===== src/rtl/score_engine_if.sv =====
// Line-clear event and score/level display bundle between the board logic and score_engine.
interface score_engine_if #(
   parameter int NUM_DIGITS  = 6,
   parameter int LINE_DIGITS = 3,
   parameter int LVL_W       = 5
);
   logic                     i_new_game;
   logic [LVL_W-1:0]         i_start_level;
   logic                     i_update;
   logic [2:0]               i_num_lines;
   logic [4*NUM_DIGITS-1:0]  o_score;
   logic [4*LINE_DIGITS-1:0] o_lines;
   logic [LVL_W-1:0]         o_level;
   logic                     o_busy;
   logic                     o_done;
   logic                     o_saturated;

   modport master (
      output i_new_game, i_start_level, i_update, i_num_lines,
      input  o_score, o_lines, o_level, o_busy, o_done, o_saturated
   );

   modport slave (
      input  i_new_game, i_start_level, i_update, i_num_lines,
      output o_score, o_lines, o_level, o_busy, o_done, o_saturated
   );
endinterface


===== src/rtl/score_engine.sv =====
// BCD score keeper: adds base points (level+1) times, one ripple BCD add per cycle,
// then bumps the BCD line count and the level.
module score_engine #(
   parameter int NUM_DIGITS      = 6,
   parameter int LINE_DIGITS     = 3,
   parameter int LINES_PER_LEVEL = 10,
   parameter int MAX_LEVEL       = 29
) (
   input  logic          i_clk,
   input  logic          i_reset,
   score_engine_if.slave bus
);
   localparam int LVL_W = $clog2(MAX_LEVEL + 1);
   localparam int SW    = 4 * NUM_DIGITS;
   localparam int LW    = 4 * LINE_DIGITS;

   typedef enum logic [1:0] {IDLE, ADD, LINES} state_t;

   state_t           r_state, w_state_next;
   logic [SW-1:0]    r_score, w_score_next;
   logic [LW-1:0]    r_lines, w_lines_next;
   logic [LVL_W-1:0] r_level, w_level_next;
   logic [3:0]       r_progress, w_progress_next;
   logic [15:0]      r_base, w_base_next;
   logic [2:0]       r_nlines, w_nlines_next;
   logic [LVL_W:0]   r_rep, w_rep_next;
   logic             r_busy, w_busy_next;
   logic             r_done, w_done_next;
   logic             r_sat, w_sat_next;

   logic [SW-1:0]       w_base_ext;
   logic [SW-1:0]       w_score_sum;
   logic [NUM_DIGITS:0] w_sc;
   logic [LW-1:0]       w_nl_ext;
   logic [LW-1:0]       w_lines_sum;
   logic [LINE_DIGITS:0] w_lc;
   logic [4:0]          w_prog_sum;
   logic [LVL_W-1:0]    w_start_clamped;
   logic [15:0]         w_base_sel;
   logic                w_nl_valid;

   assign w_base_ext = SW'(r_base);
   assign w_nl_ext   = LW'(r_nlines);
   assign w_sc[0]    = 1'b0;
   assign w_lc[0]    = 1'b0;

   // Digit-serial carry chains; a carry out of the top digit means overflow.
   genvar gi;
   generate
      for (gi = 0; gi < NUM_DIGITS; gi++) begin : g_score_add
         logic [4:0] w_dsum;
         assign w_dsum = 5'(r_score[4*gi +: 4]) + 5'(w_base_ext[4*gi +: 4]) + 5'(w_sc[gi]);
         assign w_sc[gi+1] = (w_dsum > 5'd9);
         assign w_score_sum[4*gi +: 4] = w_sc[gi+1] ? 4'(w_dsum - 5'd10) : w_dsum[3:0];
      end
      for (gi = 0; gi < LINE_DIGITS; gi++) begin : g_lines_add
         logic [4:0] w_dsum;
         assign w_dsum = 5'(r_lines[4*gi +: 4]) + 5'(w_nl_ext[4*gi +: 4]) + 5'(w_lc[gi]);
         assign w_lc[gi+1] = (w_dsum > 5'd9);
         assign w_lines_sum[4*gi +: 4] = w_lc[gi+1] ? 4'(w_dsum - 5'd10) : w_dsum[3:0];
      end
   endgenerate

   assign w_prog_sum      = 5'(r_progress) + 5'(r_nlines);
   assign w_start_clamped = (bus.i_start_level > LVL_W'(MAX_LEVEL)) ? LVL_W'(MAX_LEVEL)
                                                                    : bus.i_start_level;

   always_comb begin
      w_base_sel = 16'h0000;
      w_nl_valid = 1'b1;
      case (bus.i_num_lines)
         3'd1:    w_base_sel = 16'h0040;
         3'd2:    w_base_sel = 16'h0100;
         3'd3:    w_base_sel = 16'h0300;
         3'd4:    w_base_sel = 16'h1200;
         default: w_nl_valid = 1'b0;
      endcase
   end

   always_comb begin
      w_state_next    = r_state;
      w_score_next    = r_score;
      w_lines_next    = r_lines;
      w_level_next    = r_level;
      w_progress_next = r_progress;
      w_base_next     = r_base;
      w_nlines_next   = r_nlines;
      w_rep_next      = r_rep;
      w_busy_next     = r_busy;
      w_done_next     = 1'b0;
      w_sat_next      = r_sat;
      if (bus.i_new_game) begin
         w_state_next    = IDLE;
         w_score_next    = '0;
         w_lines_next    = '0;
         w_progress_next = '0;
         w_sat_next      = 1'b0;
         w_busy_next     = 1'b0;
         w_level_next    = w_start_clamped;
      end else begin
         case (r_state)
            IDLE: begin
               if (bus.i_update && w_nl_valid) begin
                  w_base_next   = w_base_sel;
                  w_nlines_next = bus.i_num_lines;
                  w_rep_next    = {1'b0, r_level} + 1'b1;
                  w_busy_next   = 1'b1;
                  w_state_next  = ADD;
               end
            end
            ADD: begin
               if (!r_sat) begin
                  if (w_sc[NUM_DIGITS]) begin
                     w_score_next = {NUM_DIGITS{4'h9}};
                     w_sat_next   = 1'b1;
                  end else begin
                     w_score_next = w_score_sum;
                  end
               end
               w_rep_next = r_rep - 1'b1;
               if (r_rep == {{LVL_W{1'b0}}, 1'b1}) w_state_next = LINES;
            end
            LINES: begin
               w_lines_next = w_lc[LINE_DIGITS] ? {LINE_DIGITS{4'h9}} : w_lines_sum;
               if (w_prog_sum >= 5'(LINES_PER_LEVEL)) begin
                  w_progress_next = 4'(w_prog_sum - 5'(LINES_PER_LEVEL));
                  if (r_level != LVL_W'(MAX_LEVEL)) w_level_next = r_level + 1'b1;
               end else begin
                  w_progress_next = w_prog_sum[3:0];
               end
               w_busy_next  = 1'b0;
               w_done_next  = 1'b1;
               w_state_next = IDLE;
            end
            default: w_state_next = IDLE;
         endcase
      end
   end

   always_ff @(posedge i_clk) begin
      if (i_reset) begin
         r_state    <= IDLE;
         r_score    <= '0;
         r_lines    <= '0;
         r_level    <= '0;
         r_progress <= '0;
         r_base     <= '0;
         r_nlines   <= '0;
         r_rep      <= '0;
         r_busy     <= 1'b0;
         r_done     <= 1'b0;
         r_sat      <= 1'b0;
      end else begin
         r_state    <= w_state_next;
         r_score    <= w_score_next;
         r_lines    <= w_lines_next;
         r_level    <= w_level_next;
         r_progress <= w_progress_next;
         r_base     <= w_base_next;
         r_nlines   <= w_nlines_next;
         r_rep      <= w_rep_next;
         r_busy     <= w_busy_next;
         r_done     <= w_done_next;
         r_sat      <= w_sat_next;
      end
   end

   assign bus.o_score     = r_score;
   assign bus.o_lines     = r_lines;
   assign bus.o_level     = r_level;
   assign bus.o_busy      = r_busy;
   assign bus.o_done      = r_done;
   assign bus.o_saturated = r_sat;
endmodule


===== src/flat_wrapper.sv =====
// flat-port wrapper written by rule: the top's interface ports become plain ports
module score_engine_flat 
#(
   parameter int NUM_DIGITS      = 6,
   parameter int LINE_DIGITS     = 3,
   parameter int LINES_PER_LEVEL = 10,
   parameter int MAX_LEVEL       = 29
)
  (i_clk, i_reset, bus_i_new_game, bus_i_start_level, bus_i_update, bus_i_num_lines, bus_o_score, bus_o_lines, bus_o_level, bus_o_busy, bus_o_done, bus_o_saturated);
  score_engine_if #(.NUM_DIGITS(NUM_DIGITS), .LINE_DIGITS(LINE_DIGITS), .LVL_W(5)) bus_i ();
  input  logic i_clk;
  input  logic i_reset;
  input wire logic [$bits(bus_i.i_new_game)-1:0] bus_i_new_game;
  input wire logic [$bits(bus_i.i_start_level)-1:0] bus_i_start_level;
  input wire logic [$bits(bus_i.i_update)-1:0] bus_i_update;
  input wire logic [$bits(bus_i.i_num_lines)-1:0] bus_i_num_lines;
  output wire logic [$bits(bus_i.o_score)-1:0] bus_o_score;
  output wire logic [$bits(bus_i.o_lines)-1:0] bus_o_lines;
  output wire logic [$bits(bus_i.o_level)-1:0] bus_o_level;
  output wire logic [$bits(bus_i.o_busy)-1:0] bus_o_busy;
  output wire logic [$bits(bus_i.o_done)-1:0] bus_o_done;
  output wire logic [$bits(bus_i.o_saturated)-1:0] bus_o_saturated;
  assign bus_i.i_new_game = bus_i_new_game;
  assign bus_i.i_start_level = bus_i_start_level;
  assign bus_i.i_update = bus_i_update;
  assign bus_i.i_num_lines = bus_i_num_lines;
  assign bus_o_score = bus_i.o_score;
  assign bus_o_lines = bus_i.o_lines;
  assign bus_o_level = bus_i.o_level;
  assign bus_o_busy = bus_i.o_busy;
  assign bus_o_done = bus_i.o_done;
  assign bus_o_saturated = bus_i.o_saturated;
  score_engine #(.NUM_DIGITS(NUM_DIGITS), .LINE_DIGITS(LINE_DIGITS), .LINES_PER_LEVEL(LINES_PER_LEVEL), .MAX_LEVEL(MAX_LEVEL)) u_core (.i_clk(i_clk), .i_reset(i_reset), .bus(bus_i));
endmodule

===== config.mk =====
export PLATFORM = sky130hd
export DESIGN_NAME = score_engine_flat
export DESIGN_NICKNAME = d
export VERILOG_FILES = /design/src/rtl/score_engine_if.sv /design/src/rtl/score_engine.sv /design/src/flat_wrapper.sv
export SDC_FILE = /design/constraint.sdc
export NUM_CORES = 1
export LEC_CHECK = 0
export ABC_AREA = 1
export CAP_MARGIN = 5
export CORE_MARGIN = 10
export CORE_UTILIZATION = 45
export DETAILED_ROUTE_END_ITERATION = 10
export GPL_TIMING_DRIVEN = 0
export PLACE_DENSITY = 0.68
export SYNTH_ARGS = -nofsm -noshare
export SYNTH_HDL_FRONTEND = slang
export SYNTH_SLANG_ARGS = --single-unit
export TNS_END_PERCENT = 1

===== constraint.sdc =====
create_clock -name i_clk -period 8.6 [get_ports i_clk]
set_input_delay 2.58 -clock i_clk [delete_from_list [all_inputs] [get_ports i_clk]]
set_output_delay 2.58 -clock i_clk [all_outputs]
set_load 0.01 [all_outputs]

==> impl_metrics.ini <==
[status]
outcome = finished, final reports clean

[worst_setup_path]
worst_path_most_repeated_cell = nand2_1
critical-path-max-stage-delay_ps = 400
criticalPathCategory = reg2reg
start_kind = flip-flop
cp_max_fo = 10
arrival_ps = 7680
cp_slowest_cell = fa_1
cp-end-kind = flip-flop
cp.required_ps = 8870

[drt]
post-route-drc-count = 0
wl_met2_mm = 4.568
met1Wirelength_mm = 4.506
vias = 3782
drtIter0Drc = 164
drt-vias-per-instance = 5.188
wl_met3_um = 670
top_layer_used = met4
wirelength_mm = 9.871
ant_nets = 0
avgRoutedWirePerCell_um = 13.54
first_pass_iters = 4

[grt]
grt_pass1_wl_mm = 16.55
track_usage = 0.1523
grt_max_degree = 11
grt_pass1_vias = 3590
antenna_found_initial = 0
grt.overflow.total = 0

[cts]
clockBufferDepth = 2
cts_resized = 0
path_clk_slew_ps = 70
cts_tree = done
cts_root_buffer = clkbuf_8
clkLatencyLatePin_ps = 340
ctsHoldBuffers = 0
cts_buffers = 9
numClockSinks = 63
ctsHtreeMaxLevel = 3
post-cts-setup-buffers = 0

[floorplan]
io_pins = 56
die_y_um = 114.0
die_width_um = 114.0
start_util = 0.4580
die-area_um2 = 12990
num_rows = 34
coreArea_um2 = 8678

[power_and_ir_drop]
power_density_nw_per_um2 = 127.8
irDropWorstVdd_uv = 64.87
total_power_mw = 0.6179
leakage_nw = 2.137

[cells_and_area]
drive_gt1_frac = 0.07568
fillerInstances = 821
finalNonFillerCells = 729
syn2layout_area_growth_pct = 21.62
fin_nets = 668
n_antenna_cell = 0

[timing]
rsz0062_at_grt = no
skew_ps = 4.843
hold_violations = 0
timing.hold.ws_ps = 468.2
period_share = 0.8617
slew_headroom = 0.5687
period_needed_ps = 7411
tightest_slew_ps = 647.0
report.final.setup_viol = 0
fin_tns_setup_ps = 0
slew_violations = 0
clock.fmax_mhz = 134.9

[synthesis]
synth_fp_nets = 604
synth_area_um2 = 3975
syn_inst = 552
ys_warn_count = 0
yosysUniqueCellTypes = 36
ys_seq_elements = 63
avgSynthCellArea_um2 = 7.201
ys_seq_area_frac = 0.3173

[run]
cap_violations = 0

[placement]
gp_congestion = 0.8647
io_buffers = 53
place_inst = 713
dp_hpwl_mm = 7.534

[hold_path]
hold_class = reg2reg
## layer usage
metal / up-vias / track usage
met2: 80 / 0.2525
li1: 1937 / -
met3: 11 / 0.04252
met4: 0 / 0.05263
met1: 1754 / 0.1847
met5: - / 0
## cell type report
type	count	area, um2	area share
buffer	8	42.54	0.008799
clock buffer	13	178.9	0.03701
clock inverter	3	15.01	0.003106
inverter	82	312.8	0.06470
multi-input combinational	399	2359	0.4878
sequential	63	1261	0.2609
tap	108	135.1	0.02795
timing repair buffer	53	530.5	0.1097
## worst paths after layout
path	from	to	slack [ps]	cells past startpoint
worst min-delay path	u_core.r_base[6]$_SDFFE_PP0P_	u_core.r_base[6]$_SDFFE_PP0P_	470	2
worst min register to register	u_core.r_base[6]$_SDFFE_PP0P_	u_core.r_base[6]$_SDFFE_PP0P_	470	2
worst max register to register	u_core.bus.o_score[1]$_SDFFE_PP0P_	u_core.bus.o_score[10]$_SDFFE_PP0P_	1190	50
worst max-delay path	u_core.bus.o_score[1]$_SDFFE_PP0P_	u_core.bus.o_score[10]$_SDFFE_PP0P_	1190	50
## sequential cells by signal (all words and copies together), names as in the netlist, 2 cells and up
signal,count
u_core.bus.o_level,5
u_core.r_progress,4
u_core.r_base,4
u_core.bus.o_lines,12
u_core.r_nlines,3
u_core.r_state,2
u_core.r_rep,6
u_core.bus.o_score,24
## report_power, final
part	total, mW	internal (mW)	switching [mW]
registers	0.303	0.297	0.00580
clock network	0.252	0.135	0.117
logic	0.0628	0.0254	0.0374
## stage by stage
step	util	setup WS, ps	area, um2
after global routing	0.5571	486.9	4835
after CTS	0.5571	1174	4835
after global placement	0.5347	1433	4641
after detailed placement	0.5347	1232	4641
after floorplan	-	2093	3975
final	0.5571	1189	4835
## Yosys cell counts
| cell | number | area share |
|---|---|---|
| nand3_2 | 4 | 0.010 |
| a21oi_2 | 6 | 0.013 |
| ha_1 | 35 | 0.11 |
| o2111a_1 | 1 | 0.0028 |
| buf_6 | 1 | 0.0028 |
| clkbuf_1 | 2 | 0.0019 |
| nand2_2 | 2 | 0.0031 |
| nand4_1 | 6 | 0.0094 |
| a21oi_1 | 33 | 0.042 |
| inv_2 | 4 | 0.0038 |
| o211ai_1 | 4 | 0.0076 |
| nand3_1 | 55 | 0.069 |
| nand2_1 | 141 | 0.13 |
| buf_2 | 4 | 0.0050 |
| nor2_8 | 2 | 0.010 |
| mux2i_1 | 2 | 0.0050 |
| nor2_2 | 2 | 0.0031 |
| buf_1 | 1 | 0.00094 |
| o21ai_0 | 29 | 0.037 |
| o21ai_1 | 4 | 0.0050 |
| a22oi_1 | 1 | 0.0019 |
| a22o_1 | 1 | 0.0022 |
| o221ai_1 | 3 | 0.0066 |
| a31o_2 | 2 | 0.0044 |
| inv_4 | 2 | 0.0031 |
| xnor2_1 | 11 | 0.024 |
| dfxtp_1 | 63 | 0.32 |
| o21a_1 | 2 | 0.0038 |
| nor2_4 | 2 | 0.0057 |
| xor2_1 | 5 | 0.011 |
| fa_1 | 5 | 0.025 |
| a41oi_1 | 1 | 0.0022 |
| a31oi_1 | 7 | 0.011 |
| inv_1 | 76 | 0.072 |
| nor2_1 | 29 | 0.027 |
| o21bai_1 | 4 | 0.0076 |
## cell usage in the layout (no fill, tap or decap), types with 7 or more instances in the layout
cell,Yosys,final
inv_1,76,76
nand2_1,141,141
clkdlybuf4s50_1,0,53
o21ai_0,29,29
ha_1,35,35
nor2_1,29,29
dfxtp_1,63,63
a31oi_1,7,7
a21oi_1,33,33
clkbuf_8,0,13
nand3_1,55,55
xnor2_1,11,11
## kinds of logic after synthesis
| group | Yosys count | share of synthesized area |
|---|---|---|
| mux | 2 | 0.005036 |
| xor+xnor | 16 | 0.03525 |
| compound gates | 98 | 0.1464 |
| flops | 63 | 0.3173 |
| buf+inv | 90 | 0.08939 |
| fa+ha+maj | 40 | 0.1353 |
| simple gates | 243 | 0.2713 |
## worst max-delay path, delay by kind of cell, from the launching register on
family	cells	cell delay, ps
xor gates and xnor gates	4	870
DFF	1	330
adders and majority gates	13	2880
buffers and inverters	12	1010
and+or+nand+nor	19	1970
AOI/OAI and AO/OA	2	270
Note: power is estimated with default switching activity, not from simulation.
